--- config.mk ---
export PLATFORM = sky130hd
export DESIGN_NAME = key_chunk_tx_flat
export DESIGN_NICKNAME = d
export VERILOG_FILES = /design/src/rtl/key_chunk_tx_if.sv /design/src/rtl/key_chunk_tx.sv /design/src/flat_wrapper.sv
export SDC_FILE = /design/constraint.sdc
export NUM_CORES = 1
export LEC_CHECK = 0
export CAP_MARGIN = 30
export CORE_MARGIN = 2
export CORE_UTILIZATION = 40
export CTS_BUF_LIST = sky130_fd_sc_hd__clkbuf_4
export DETAILED_ROUTE_END_ITERATION = 8
export PLACE_DENSITY = 0.68
export SLEW_MARGIN = 20
export SYNTH_ARGS = -nofsm -noshare
export SYNTH_HDL_FRONTEND = slang
export SYNTH_SLANG_ARGS = --single-unit
--- constraint.sdc ---
create_clock -name clk -period 2.83 [get_ports clk]
set_input_delay 0.566 -clock clk [delete_from_list [all_inputs] [get_ports clk]]
set_output_delay 0.566 -clock clk [all_outputs]
set_load 0.05 [all_outputs]
--- src/rtl/key_chunk_tx_if.sv ---
// rtl/key_chunk_tx_if.sv - start/abort/key request and chunked key strobe bundle for key_chunk_tx
interface key_chunk_tx_if #(
  parameter int KEY_WIDTH = 32,
  parameter int CHUNK     = 4
);
  localparam int N  = KEY_WIDTH / CHUNK;
  localparam int IW = (N > 1) ? $clog2(N) : 1;

  logic                 start;
  logic                 abort;
  logic [KEY_WIDTH-1:0] key_in;
  logic                 load_key;
  logic [CHUNK-1:0]     key_data;
  logic                 busy;
  logic                 done;
  logic [IW-1:0]        chunk_idx;

  modport master (
    output start, abort, key_in,
    input  load_key, key_data, busy, done, chunk_idx
  );

  modport slave (
    input  start, abort, key_in,
    output load_key, key_data, busy, done, chunk_idx
  );
endinterface

--- src/rtl/key_chunk_tx.sv ---
// rtl/key_chunk_tx.sv - sends a captured key MSB-first as CHUNK-bit strobes with optional inter-chunk gap
module key_chunk_tx #(
  parameter int KEY_WIDTH = 32,
  parameter int CHUNK     = 4,
  parameter int GAP       = 2
) (
  input  logic          clk,
  input  logic          rst_n,
  key_chunk_tx_if.slave bus
);
  localparam int N  = KEY_WIDTH / CHUNK;
  localparam int IW = (N > 1) ? $clog2(N) : 1;
  localparam int GW = (GAP > 0) ? $clog2(GAP + 1) : 1;

  localparam logic [1:0] S_IDLE = 2'd0;
  localparam logic [1:0] S_SEND = 2'd1;
  localparam logic [1:0] S_GAP  = 2'd2;
  localparam logic [1:0] S_DONE = 2'd3;

  localparam logic [IW-1:0] LAST_IDX = IW'(N - 1);
  localparam logic [GW-1:0] GAP_LOAD = GW'(GAP);
  localparam logic [GW-1:0] GAP_ONE  = GW'(1);

  logic [1:0]           state_q, state_d;
  logic [KEY_WIDTH-1:0] shreg_q, shreg_d;
  logic [GW-1:0]        gap_cnt_q, gap_cnt_d;
  logic [IW-1:0]        chunk_idx_q, chunk_idx_d;
  logic                 load_key_q, load_key_d;
  logic [CHUNK-1:0]     key_data_q, key_data_d;
  logic                 busy_q, busy_d;
  logic                 done_q, done_d;
  logic                 advance;

  // shreg holds only the chunks not yet strobed, so the next chunk is always its top CHUNK bits
  always_comb begin
    state_d     = state_q;
    shreg_d     = shreg_q;
    gap_cnt_d   = gap_cnt_q;
    chunk_idx_d = chunk_idx_q;
    load_key_d  = 1'b0;
    key_data_d  = '0;
    busy_d      = 1'b0;
    done_d      = 1'b0;
    advance     = 1'b0;

    case (state_q)
      S_IDLE: begin
        if (bus.start && !bus.abort) begin
          state_d     = S_SEND;
          load_key_d  = 1'b1;
          key_data_d  = bus.key_in[KEY_WIDTH-1 -: CHUNK];
          shreg_d     = bus.key_in << CHUNK;
          chunk_idx_d = '0;
          busy_d      = 1'b1;
        end
      end
      S_SEND: begin
        if (bus.abort) begin
          state_d = S_IDLE;
        end else if (chunk_idx_q == LAST_IDX) begin
          state_d = S_DONE;
          busy_d  = 1'b1;
          done_d  = 1'b1;
        end else if (GAP > 0) begin
          state_d   = S_GAP;
          gap_cnt_d = GAP_LOAD;
          busy_d    = 1'b1;
        end else begin
          advance = 1'b1;
        end
      end
      S_GAP: begin
        if (bus.abort) begin
          state_d = S_IDLE;
        end else if (gap_cnt_q == GAP_ONE) begin
          advance = 1'b1;
        end else begin
          gap_cnt_d = gap_cnt_q - GAP_ONE;
          busy_d    = 1'b1;
        end
      end
      default: begin
        state_d = S_IDLE;
      end
    endcase

    if (advance) begin
      state_d     = S_SEND;
      load_key_d  = 1'b1;
      key_data_d  = shreg_q[KEY_WIDTH-1 -: CHUNK];
      shreg_d     = shreg_q << CHUNK;
      chunk_idx_d = chunk_idx_q + IW'(1);
      busy_d      = 1'b1;
    end
  end

  always_ff @(posedge clk) begin
    if (!rst_n) begin
      state_q     <= S_IDLE;
      shreg_q     <= '0;
      gap_cnt_q   <= '0;
      chunk_idx_q <= '0;
      load_key_q  <= 1'b0;
      key_data_q  <= '0;
      busy_q      <= 1'b0;
      done_q      <= 1'b0;
    end else begin
      state_q     <= state_d;
      shreg_q     <= shreg_d;
      gap_cnt_q   <= gap_cnt_d;
      chunk_idx_q <= chunk_idx_d;
      load_key_q  <= load_key_d;
      key_data_q  <= key_data_d;
      busy_q      <= busy_d;
      done_q      <= done_d;
    end
  end

  assign bus.load_key  = load_key_q;
  assign bus.key_data  = key_data_q;
  assign bus.busy      = busy_q;
  assign bus.done      = done_q;
  assign bus.chunk_idx = chunk_idx_q;
endmodule

--- src/flat_wrapper.sv ---
// flat-port wrapper written by rule: the top's interface ports become plain ports
module key_chunk_tx_flat 
#(
  parameter int KEY_WIDTH = 32,
  parameter int CHUNK     = 4,
  parameter int GAP       = 2
)
  (clk, rst_n, bus_start, bus_abort, bus_key_in, bus_load_key, bus_key_data, bus_busy, bus_done, bus_chunk_idx);
  key_chunk_tx_if #(.KEY_WIDTH(KEY_WIDTH), .CHUNK(CHUNK)) bus_i ();
  input  logic clk;
  input  logic rst_n;
  input wire logic [$bits(bus_i.start)-1:0] bus_start;
  input wire logic [$bits(bus_i.abort)-1:0] bus_abort;
  input wire logic [$bits(bus_i.key_in)-1:0] bus_key_in;
  output wire logic [$bits(bus_i.load_key)-1:0] bus_load_key;
  output wire logic [$bits(bus_i.key_data)-1:0] bus_key_data;
  output wire logic [$bits(bus_i.busy)-1:0] bus_busy;
  output wire logic [$bits(bus_i.done)-1:0] bus_done;
  output wire logic [$bits(bus_i.chunk_idx)-1:0] bus_chunk_idx;
  assign bus_i.start = bus_start;
  assign bus_i.abort = bus_abort;
  assign bus_i.key_in = bus_key_in;
  assign bus_load_key = bus_i.load_key;
  assign bus_key_data = bus_i.key_data;
  assign bus_busy = bus_i.busy;
  assign bus_done = bus_i.done;
  assign bus_chunk_idx = bus_i.chunk_idx;
  key_chunk_tx #(.KEY_WIDTH(KEY_WIDTH), .CHUNK(CHUNK), .GAP(GAP)) u_core (.clk(clk), .rst_n(rst_n), .bus(bus_i));
endmodule
==> results of run 1 <==
-- sequential cells by signal (all words and copies together) (netlist names) --
register / count
u_core.bus.done: 1
u_core.bus.load_key: 1
u_core.bus.chunk_idx: 3
u_core.bus.key_data: 4
u_core.state_q: 2
u_core.bus.busy: 1
u_core.shreg_q: 28
u_core.gap_cnt_q: 2
-- cells in the mapped netlist, types with 3 or more instances --
library cell / number / area (um2)
nand2_1: 60 / 225
clkbuf_1: 9 / 33.8
nand2b_1: 3 / 18.8
dfxtp_1: 42 / 841
ha_1: 3 / 37.5
buf_2: 9 / 45.0
a22oi_1: 4 / 30.0
a31oi_1: 24 / 150
nor2b_1: 4 / 25.0
a21oi_1: 7 / 35.0
o21ai_0: 24 / 120
-- metrics by stage --
step	area [um2]	hold slack, ns	cells	power, mW
2_1_floorplan	1770	0.433	214	0.713
3_3_place_gp	2250	0.443	297	0.783
3_5_place_dp	2250	0.446	297	0.785
4_1_cts	2290	0.461	303	1.05
5_1_grt	2290	0.478	303	1.08
6_report	2290	0.459	303	1.03
-- cell families after synthesis --
family	Yosys count
fa+ha+maj	3
mux	1
simple gates	82
compound gates	66
flops	42
buf+inv	20
-- path summary, 6_finish.rpt --
path	startpoint	end	depth (start not counted)
setup / recovery	u_core.bus.chunk_idx[0]	bus_chunk_idx[0]	1
hold / removal	u_core.shreg_q[5]	u_core.shreg_q[5]	2
setup reg to reg	u_core.state_q[0]	u_core.bus.chunk_idx[0]	4
hold reg to reg	u_core.shreg_q[5]	u_core.shreg_q[5]	2
-- final cells by class --
cell class | instances | area share
inverter | 1 | 0.00164
multi-input combinational | 152 | 0.366
timing repair buffer | 50 | 0.218
clock inverter | 1 | 0.00164
tap | 52 | 0.0284
sequential | 42 | 0.367
clock buffer | 5 | 0.0164
-- routing by layer --
layer / part of all wire / GRT usage / vias to the layer above
met5: 0 / 0 / -
met4: 0.0085 / 0.0449 / 0
met3: 0.057 / 0.0491 / 5
met2: 0.45 / 0.256 / 40
met1: 0.48 / 0.198 / 690
li1: - / - / 821
-- report_power, final --
part	internal, mW	switching [mW]	total [mW]
clock network	0.0852	0.176	0.261
logic	0.0786	0.0640	0.143
registers	0.615	0.0128	0.628
total	0.778	0.253	1.03
==> results.ini, run 1 <==
[status]
status=finished, final reports clean

[grt]
gr-usage-all-layers=0.157
grt_start_max_net_pins=55
grt_pass1_wl_um=6230
grt_pass1_vias=1454
antenna_found_initial=0
grt_overflow=0

[power]
p_leak_nw=0.811
p_per_area_mw_per_mm2=450
ir_drop_mv=0.254

[yosys]
synth-compound-area-share=0.221
synth.distinct_cells=31
synth-simple-area-share=0.225
synth_cells=214
synth_adder_area_share=0.0213
synth_mux_area_frac=0.00567
synth-main-ff-cell=dfxtp_1
async_flop_share=0
ys_seq_elements=42
yosys.area_share.xor_xnor=0
avgSynthCellArea_um2=8.25
synth_edf_count=0
ys.warnings.count=0
synth_top_family_by_area=simple AND/OR/NAND/NOR gates
yosysSeqAreaShare=0.476
syn_area_mm2=0.00177
syn_nets=253

[sta]
worst_slew_pin_slew_ns=0.502
clock.fmax_mhz=468
rsz0062_at_grt=false
period_share=0.755
setup_violations=0
period_minus_slack_ns=2.14
finalMaxSlewViolations=0
maxSlewHeadroom=0.664
final.setup.tns_ns=0
setup_ws_ns=0.692
finalHoldViolations=0
skew_ns=0.0148

[route]
wl_per_cell_um=12.0
drt_iter0_drc=47
drc=0
via_count=1556
drt_wl_total_um=3650
first_pass_iters=4
drtAntennaViolNets=0
viasPerCell=5.14

[critical_path]
crit_fanout=4
worstPathArrival_ns=1.57
critical_path_class=reg -> out
cp-start-kind=flip-flop
slowest_delay_ns=0.82
path_cells=clkdlybuf4s50_1
worst_path_dominant_cell_family=buffers and inverters
crit_slowest_cell=clkdlybuf4s50_1
endpoint_kind=output pin
r2r_slack_ns=1.09
cp.buffers_inverters=1
required_ns=2.26

[clock_network]
clkTransAtPathRegs_ns=0.12
ctsHoldBuffers=0
cts_sinks=42
clockRootBuffer=clkbuf_4
post_cts_buffers=0
clockBufferDepth=2
cts_tree=yes
ctsHtreeMaxLevel=2
cts_resized=0
cts_buffers=5
clk_latency_ns=0.34

[min_path]
min_path_type=reg -> reg

[final_layout]
regArea_um2=841
mostFrequentLayoutCells=nand2_1, clkdlybuf4s50_1, dfxtp_1
nFillCells=433
syn2layout_area_growth_pct=29.8
drive_gt1_frac=0.0637
final_nets=291
layout_commonest_cell=nand2_1
multi_input_area_um2=840
diodes=0
utilization=0.534

[placed_design]
post-dp-hpwl_um=2420
place_congestion=0.736
numPortBuffers=45
dpl_worst_slack_ns=0.484

[floorplanning]
io_pins=46
start_util=0.411
die_height_um=70.4
core-area_mm2=0.00429
dieArea_mm2=0.00496
die-width_um=70.4
std_cell_rows=24

[job]
maxCapViolCount=0

(Power assumes the default switching activity.)
==> run 2: changes to the inputs <==
==> constraint.sdc (replaced) <==
create_clock -name clk -period 2 [get_ports clk]
set_input_delay 0.4 -clock clk [delete_from_list [all_inputs] [get_ports clk]]
set_output_delay 0.4 -clock clk [all_outputs]
set_load 0.05 [all_outputs]
==> results.ini, run 2 (synthesis results as in run 1) <==
[clock_network]
ctsHtreeMaxLevel=2  ; unchanged
clockRootBuffer=clkbuf_4  ; unchanged
clkTransAtPathRegs_ns=0.12  ; about the same
cts_tree=yes  ; unchanged
cts_buffers=5  ; unchanged
clk_latency_ns=0.36  ; was 0.34 ns
ctsHoldBuffers=0  ; unchanged
clockBufferDepth=2  ; unchanged
cts_sinks=42  ; unchanged

[floorplanning]
die-width_um=70.4  ; unchanged
io_pins=46  ; unchanged
std_cell_rows=24  ; unchanged
start_util=0.411  ; unchanged
dieArea_mm2=0.00496  ; unchanged
die_height_um=70.4  ; unchanged
core-area_mm2=0.00429  ; unchanged

[critical_path]
required_ns=1.60  ; was 2.26 ns
crit_fanout=1  ; was 4
endpoint_kind=output pin  ; unchanged
r2r_slack_ns=0.32  ; was 1.09 ns
reg2reg_from=u_core.bus.chunk_idx[0]  ; was u_core.state_q[0]
endpoint=bus_key_data[0]  ; was bus_chunk_idx[0]
path_cells=clkdlybuf4s50_1  ; unchanged
worstPathArrival_ns=1.48  ; was 1.57 ns
cp-start-kind=flip-flop  ; unchanged
slowest_delay_ns=0.79  ; was 0.82 ns
critical_path_class=reg -> out  ; unchanged
cp_num_cells=1  ; unchanged
reg2regPathDepth=5  ; was 4
worst_path_dominant_cell_family=buffers and inverters  ; unchanged
startpoint=u_core.bus.key_data[0]  ; was u_core.bus.chunk_idx[0]
crit_slowest_cell=clkdlybuf4s50_1  ; unchanged
r2r-end=u_core.gap_cnt_q[1]  ; was u_core.bus.chunk_idx[0]
cp.buffers_inverters=1  ; unchanged

[final_layout]
largest_reg_flops=28  ; unchanged
drive_gt1_frac=0.0859  ; was 0.0637
layout_commonest_cell=nand2_1  ; unchanged
top_register=u_core.shreg_q  ; unchanged
final_nets=294  ; was 291
diodes=0  ; unchanged
utilization=0.553  ; was 0.534
final_cells=308  ; was 303
mostFrequentLayoutCells=nand2_1, clkdlybuf4s50_1, dfxtp_1  ; unchanged
syn2layout_area_growth_pct=34.5  ; was 29.8%

[grt]
grt_start_max_net_pins=54  ; was 55
grt_pass1_vias=1478  ; was 1454
antenna_found_initial=0  ; unchanged
grt_overflow=0  ; unchanged
gr-usage-all-layers=0.161  ; was 0.157
grt_pass1_wl_um=6290  ; was 6230 um

[power]
ir_drop_mv=0.362  ; was 0.254 mV
p_leak_nw=0.902  ; was 0.811 nW
p_per_area_mw_per_mm2=696  ; was 450 mW/mm2
fin_total_pwr_mw=1.65  ; was 1.03 mW

[placed_design]
post-dp-hpwl_um=2530  ; was 2420 um
numPortBuffers=45  ; unchanged
dp_cells=300  ; was 297
place_congestion=0.748  ; was 0.736

[sta]
period_share=0.939
rsz0062_at_grt=false  ; unchanged
worst_slew_pin_slew_ns=0.510  ; was 0.502 ns
maxSlewHeadroom=0.659  ; was 0.664
hold_slack_ns=0.461  ; was 0.459 ns
skew_ns=0.00782  ; was 0.0148 ns
clock.fmax_mhz=532
finalHoldViolations=0  ; unchanged
final.setup.tns_ns=0  ; unchanged
period_minus_slack_ns=1.88
setup_violations=0  ; unchanged
finalMaxSlewViolations=0  ; unchanged

[route]
drtAntennaViolNets=0  ; unchanged
drc=0  ; unchanged
via_count=1606  ; was 1556
drt_iter0_drc=84  ; was 47
wl_per_cell_um=11.8  ; was 12.0 um
first_pass_iters=4  ; unchanged
viasPerCell=5.21  ; was 5.14
drt_wl_total_um=3650  ; about the same

[job]
maxCapViolCount=0  ; unchanged

[status]
status=finished, final reports clean  ; unchanged

[min_path]
min_path_type=reg -> reg  ; unchanged

## run 2: worst min path at each step
stage	start	slack (ns)	depth (start not counted)	end
2_1_floorplan	u_core.shreg_q[4]	0.43	2	u_core.shreg_q[4]
3_3_place_gp	u_core.shreg_q[4]	0.44	2	u_core.shreg_q[4]
3_5_place_dp	u_core.shreg_q[4]	0.44	2	u_core.shreg_q[4]
4_1_cts	u_core.shreg_q[4]	0.46	2	u_core.shreg_q[4]
5_1_grt	u_core.shreg_q[5]	0.48	2	u_core.shreg_q[5]
6_report	u_core.shreg_q[5]	0.46	2	u_core.shreg_q[5]
## run 2: power breakdown
part	switching [mW]	total (mW)	internal, mW
Clock	0.277	0.554	0.277
Sequential	0.0184	0.888	0.870
Combinational	0.0911	0.209	0.118
## run 2: metal layers
metal,vias up,track usage,part of all wire
met3,7,0.0404,0.051
met5,-,0,0
li1,829,-,-
met2,41,0.267,0.47
met1,729,0.190,0.45
met4,0,0.0833,0.020
## run 2: what timing repair did
action                                 CTS  global route
resized for setup                        0             3
endpoints found under the hold margin    0             0
buffers inserted                         0             0
setup endpoints to repair                0             3
## run 2: area by class of cell
type | count | area (um2)
multi-input combinational | 152 | 840
inverter | 1 | 3.75
clock inverter | 2 | 37.5
sequential | 42 | 841
timing repair buffer | 53 | 543
tap | 52 | 65.1
fill | 432 | 1920
clock buffer | 6 | 45.0
## run 2: worst register-to-register path, delay by kind of cell, from the launching register on
family | cells | cell delay [ns]
and+or+nand+nor | 1 | 0.43
AOI/OAI and AO/OA | 2 | 0.43
adders and majority gates | 2 | 0.41
DFF | 1 | 0.36
## run 2: stage by stage
stage | instance area (um2) | worst slack [ns]
3_5_place_dp | 2280 | 0.0952
6_report | 2370 | 0.122
3_3_place_gp | 2280 | 0.106
2_1_floorplan | 1770 | 0.216
4_1_cts | 2370 | 0.00631
5_1_grt | 2370 | 0.0474
==> run 3: changes to the inputs <==
--- a/config.mk
+++ b/config.mk
@@ -6,7 +6,7 @@
 export NUM_CORES = 1
 export LEC_CHECK = 0
 export CAP_MARGIN = 30
-export CORE_MARGIN = 2
+export CORE_MARGIN = 4
 export CORE_UTILIZATION = 40
 export CTS_BUF_LIST = sky130_fd_sc_hd__clkbuf_4
 export DETAILED_ROUTE_END_ITERATION = 8
==> results.ini, run 3 (synthesis results as in run 1) <==
[min_path]
min_path_type=reg -> reg  ; unchanged

[power]
clkPwrFrac=0.275  ; was 0.335
p_int_mw=1.14  ; was 1.27 mW
switching_power_uw=379  ; was 386 uW
combPwrFrac=0.139  ; was 0.127
ir_drop_mv=0.335  ; was 0.362 mV
fin_total_pwr_mw=1.52  ; was 1.65 mW
p_leak_nw=0.868  ; was 0.902 nW
switching_share=0.249  ; was 0.234
power_frac_seq=0.585  ; was 0.538
p_per_area_mw_per_mm2=644  ; was 696 mW/mm2

[route]
first_pass_iters=4  ; unchanged
viasPerCell=5.22  ; was 5.21
drtAntennaViolNets=0  ; unchanged
via_count=1609  ; was 1606
wl_per_cell_um=12.7  ; was 11.8 um
drt_wl_total_um=3920  ; was 3650 um
drt_iter0_drc=107  ; was 84
drc=0  ; unchanged

[floorplanning]
start_util=0.426  ; was 0.411
core-area_mm2=0.00414  ; was 0.00429 mm2
die_height_um=74.4  ; was 70.4 um
std_cell_rows=23  ; was 24
dieArea_mm2=0.00554  ; was 0.00496 mm2
die-width_um=74.4  ; was 70.4 um
io_pins=46  ; unchanged

[job]
maxCapViolCount=0  ; unchanged

[placed_design]
dp_cells=300  ; unchanged
place_congestion=0.801  ; was 0.748
post-dp-hpwl_um=2890  ; was 2530 um
dpl_worst_slack_ns=0.0575  ; was 0.0952 ns
numPortBuffers=45  ; unchanged
place_area_mm2=0.00230  ; was 0.00228 mm2

[clock_network]
ctsHtreeMaxLevel=2  ; unchanged
clockBufferDepth=2  ; unchanged
cts_tree=yes  ; unchanged
cts_sinks=42  ; unchanged
clockRootBuffer=clkbuf_4  ; unchanged
clkTransAtPathRegs_ns=0.13  ; was 0.12 ns
clk_latency_ns=0.34  ; was 0.36 ns
cts_buffers=5  ; unchanged

[critical_path]
crit_slowest_cell=clkdlybuf4s50_1  ; unchanged
slowest_delay_ns=0.82  ; was 0.79 ns
cp-start-kind=flip-flop  ; unchanged
worst_path_dominant_cell_family=buffers and inverters  ; unchanged
cp.buffers_inverters=1  ; unchanged
r2r_slack_ns=0.33  ; was 0.32 ns
crit_fanout=4  ; was 1
worstPathArrival_ns=1.54  ; was 1.48 ns
required_ns=1.60  ; about the same
endpoint_kind=output pin  ; unchanged
critical_path_class=reg -> out  ; unchanged
path_cells=clkdlybuf4s50_1  ; unchanged

[final_layout]
final_design_area_no_fill_mm2=0.00236  ; was 0.00237 mm2
mostFrequentLayoutCells=nand2_1, clkdlybuf4s50_1, dfxtp_1  ; unchanged
utilization=0.569  ; was 0.553
syn2layout_area_growth_pct=33.6  ; was 34.5%
top_register=u_core.shreg_q  ; unchanged
nFillCells=410  ; was 432
final_cells=308  ; unchanged
drive_gt1_frac=0.0930  ; was 0.0859
final_nets=296  ; was 294
layout_commonest_cell=nand2_1  ; unchanged
largest_reg_flops=28  ; unchanged
diodes=0  ; unchanged

[sta]
period_share=0.969  ; was 0.939
skew_ns=0.0109  ; was 0.00782 ns
maxSlewHeadroom=0.662  ; was 0.659
finalHoldViolations=0  ; unchanged
finalMaxSlewViolations=0  ; unchanged
hold_slack_ns=0.459  ; was 0.461 ns
setup_violations=0  ; unchanged
clock.fmax_mhz=516  ; was 532 MHz
setup_ws_ns=0.0611  ; was 0.122 ns
worst_slew_pin_slew_ns=0.506  ; was 0.510 ns
final.setup.tns_ns=0  ; unchanged
rsz0062_at_grt=false  ; unchanged
period_minus_slack_ns=1.94  ; was 1.88 ns

[grt]
grt_util_met1=0.191  ; was 0.190
grt_overflow=0  ; unchanged
met2_usage=0.232  ; was 0.267
grt_pass1_vias=1453  ; was 1478
grt_use_met3=0.0311  ; was 0.0404
gr-usage-all-layers=0.146  ; was 0.161
grt_start_max_net_pins=40  ; was 54
top_usage_layer=met2  ; unchanged
grt_pass1_wl_um=6310  ; was 6290 um
antenna_found_initial=0  ; unchanged

[status]
status=finished, final reports clean  ; unchanged

==> run 3: changes by cell type in the layout (fill, tap and decap cells not counted), sizes merged <==
cell           delta
buf               +2
clkdlybuf4s50     +2
clkinv            +2
dlymetal6s2s      -2
bufinv            -1
clkinvlp          -1
==> run 3: power groups by stage <==
stage	combinational, mW	clock, mW	sequential, mW
2_1_floorplan	0.0951	0	0.914
3_3_place_gp	0.211	0	0.907
3_5_place_dp	0.213	0	0.908
4_1_cts	0.215	0.436	0.889
5_1_grt	0.235	0.474	0.893
6_report	0.212	0.419	0.889
==> run 3: what timing repair did <==
item | CTS | global route
hold buffers | 0 | 0
setup buffers | 0 | 0
endpoints found under the setup margin | 0 | 1
resized for setup | 0 | 1
==> run 3: worst paths after layout <==
kind,cells after the start,from,to
min reg2reg,2,u_core.shreg_q[5],u_core.shreg_q[5]
max reg2reg,5,u_core.bus.chunk_idx[0],u_core.gap_cnt_q[1]
min,2,u_core.shreg_q[5],u_core.shreg_q[5]
max,1,u_core.bus.chunk_idx[0],bus_chunk_idx[0]
==> run 3: cell type report <==
cell class                      count  area, um2  share of cell area
Clock buffer                        6       45.0              0.0191
Clock inverter                      2       13.8             0.00584
Inverter                            1       3.75             0.00159
Multi-Input combinational cell    152        840               0.356
Sequential cell                    42        841               0.356
Tap cell                           50       62.6              0.0265
Timing Repair Buffer               55        553               0.234
==> run 3: layer usage <==
metal,vias to the layer above,part of all wire,wire length [um]
li1,833,-,-
met1,729,0.46,1800
met2,45,0.46,1820
met3,2,0.071,277
met4,0,0.0069,27
met5,-,0,0
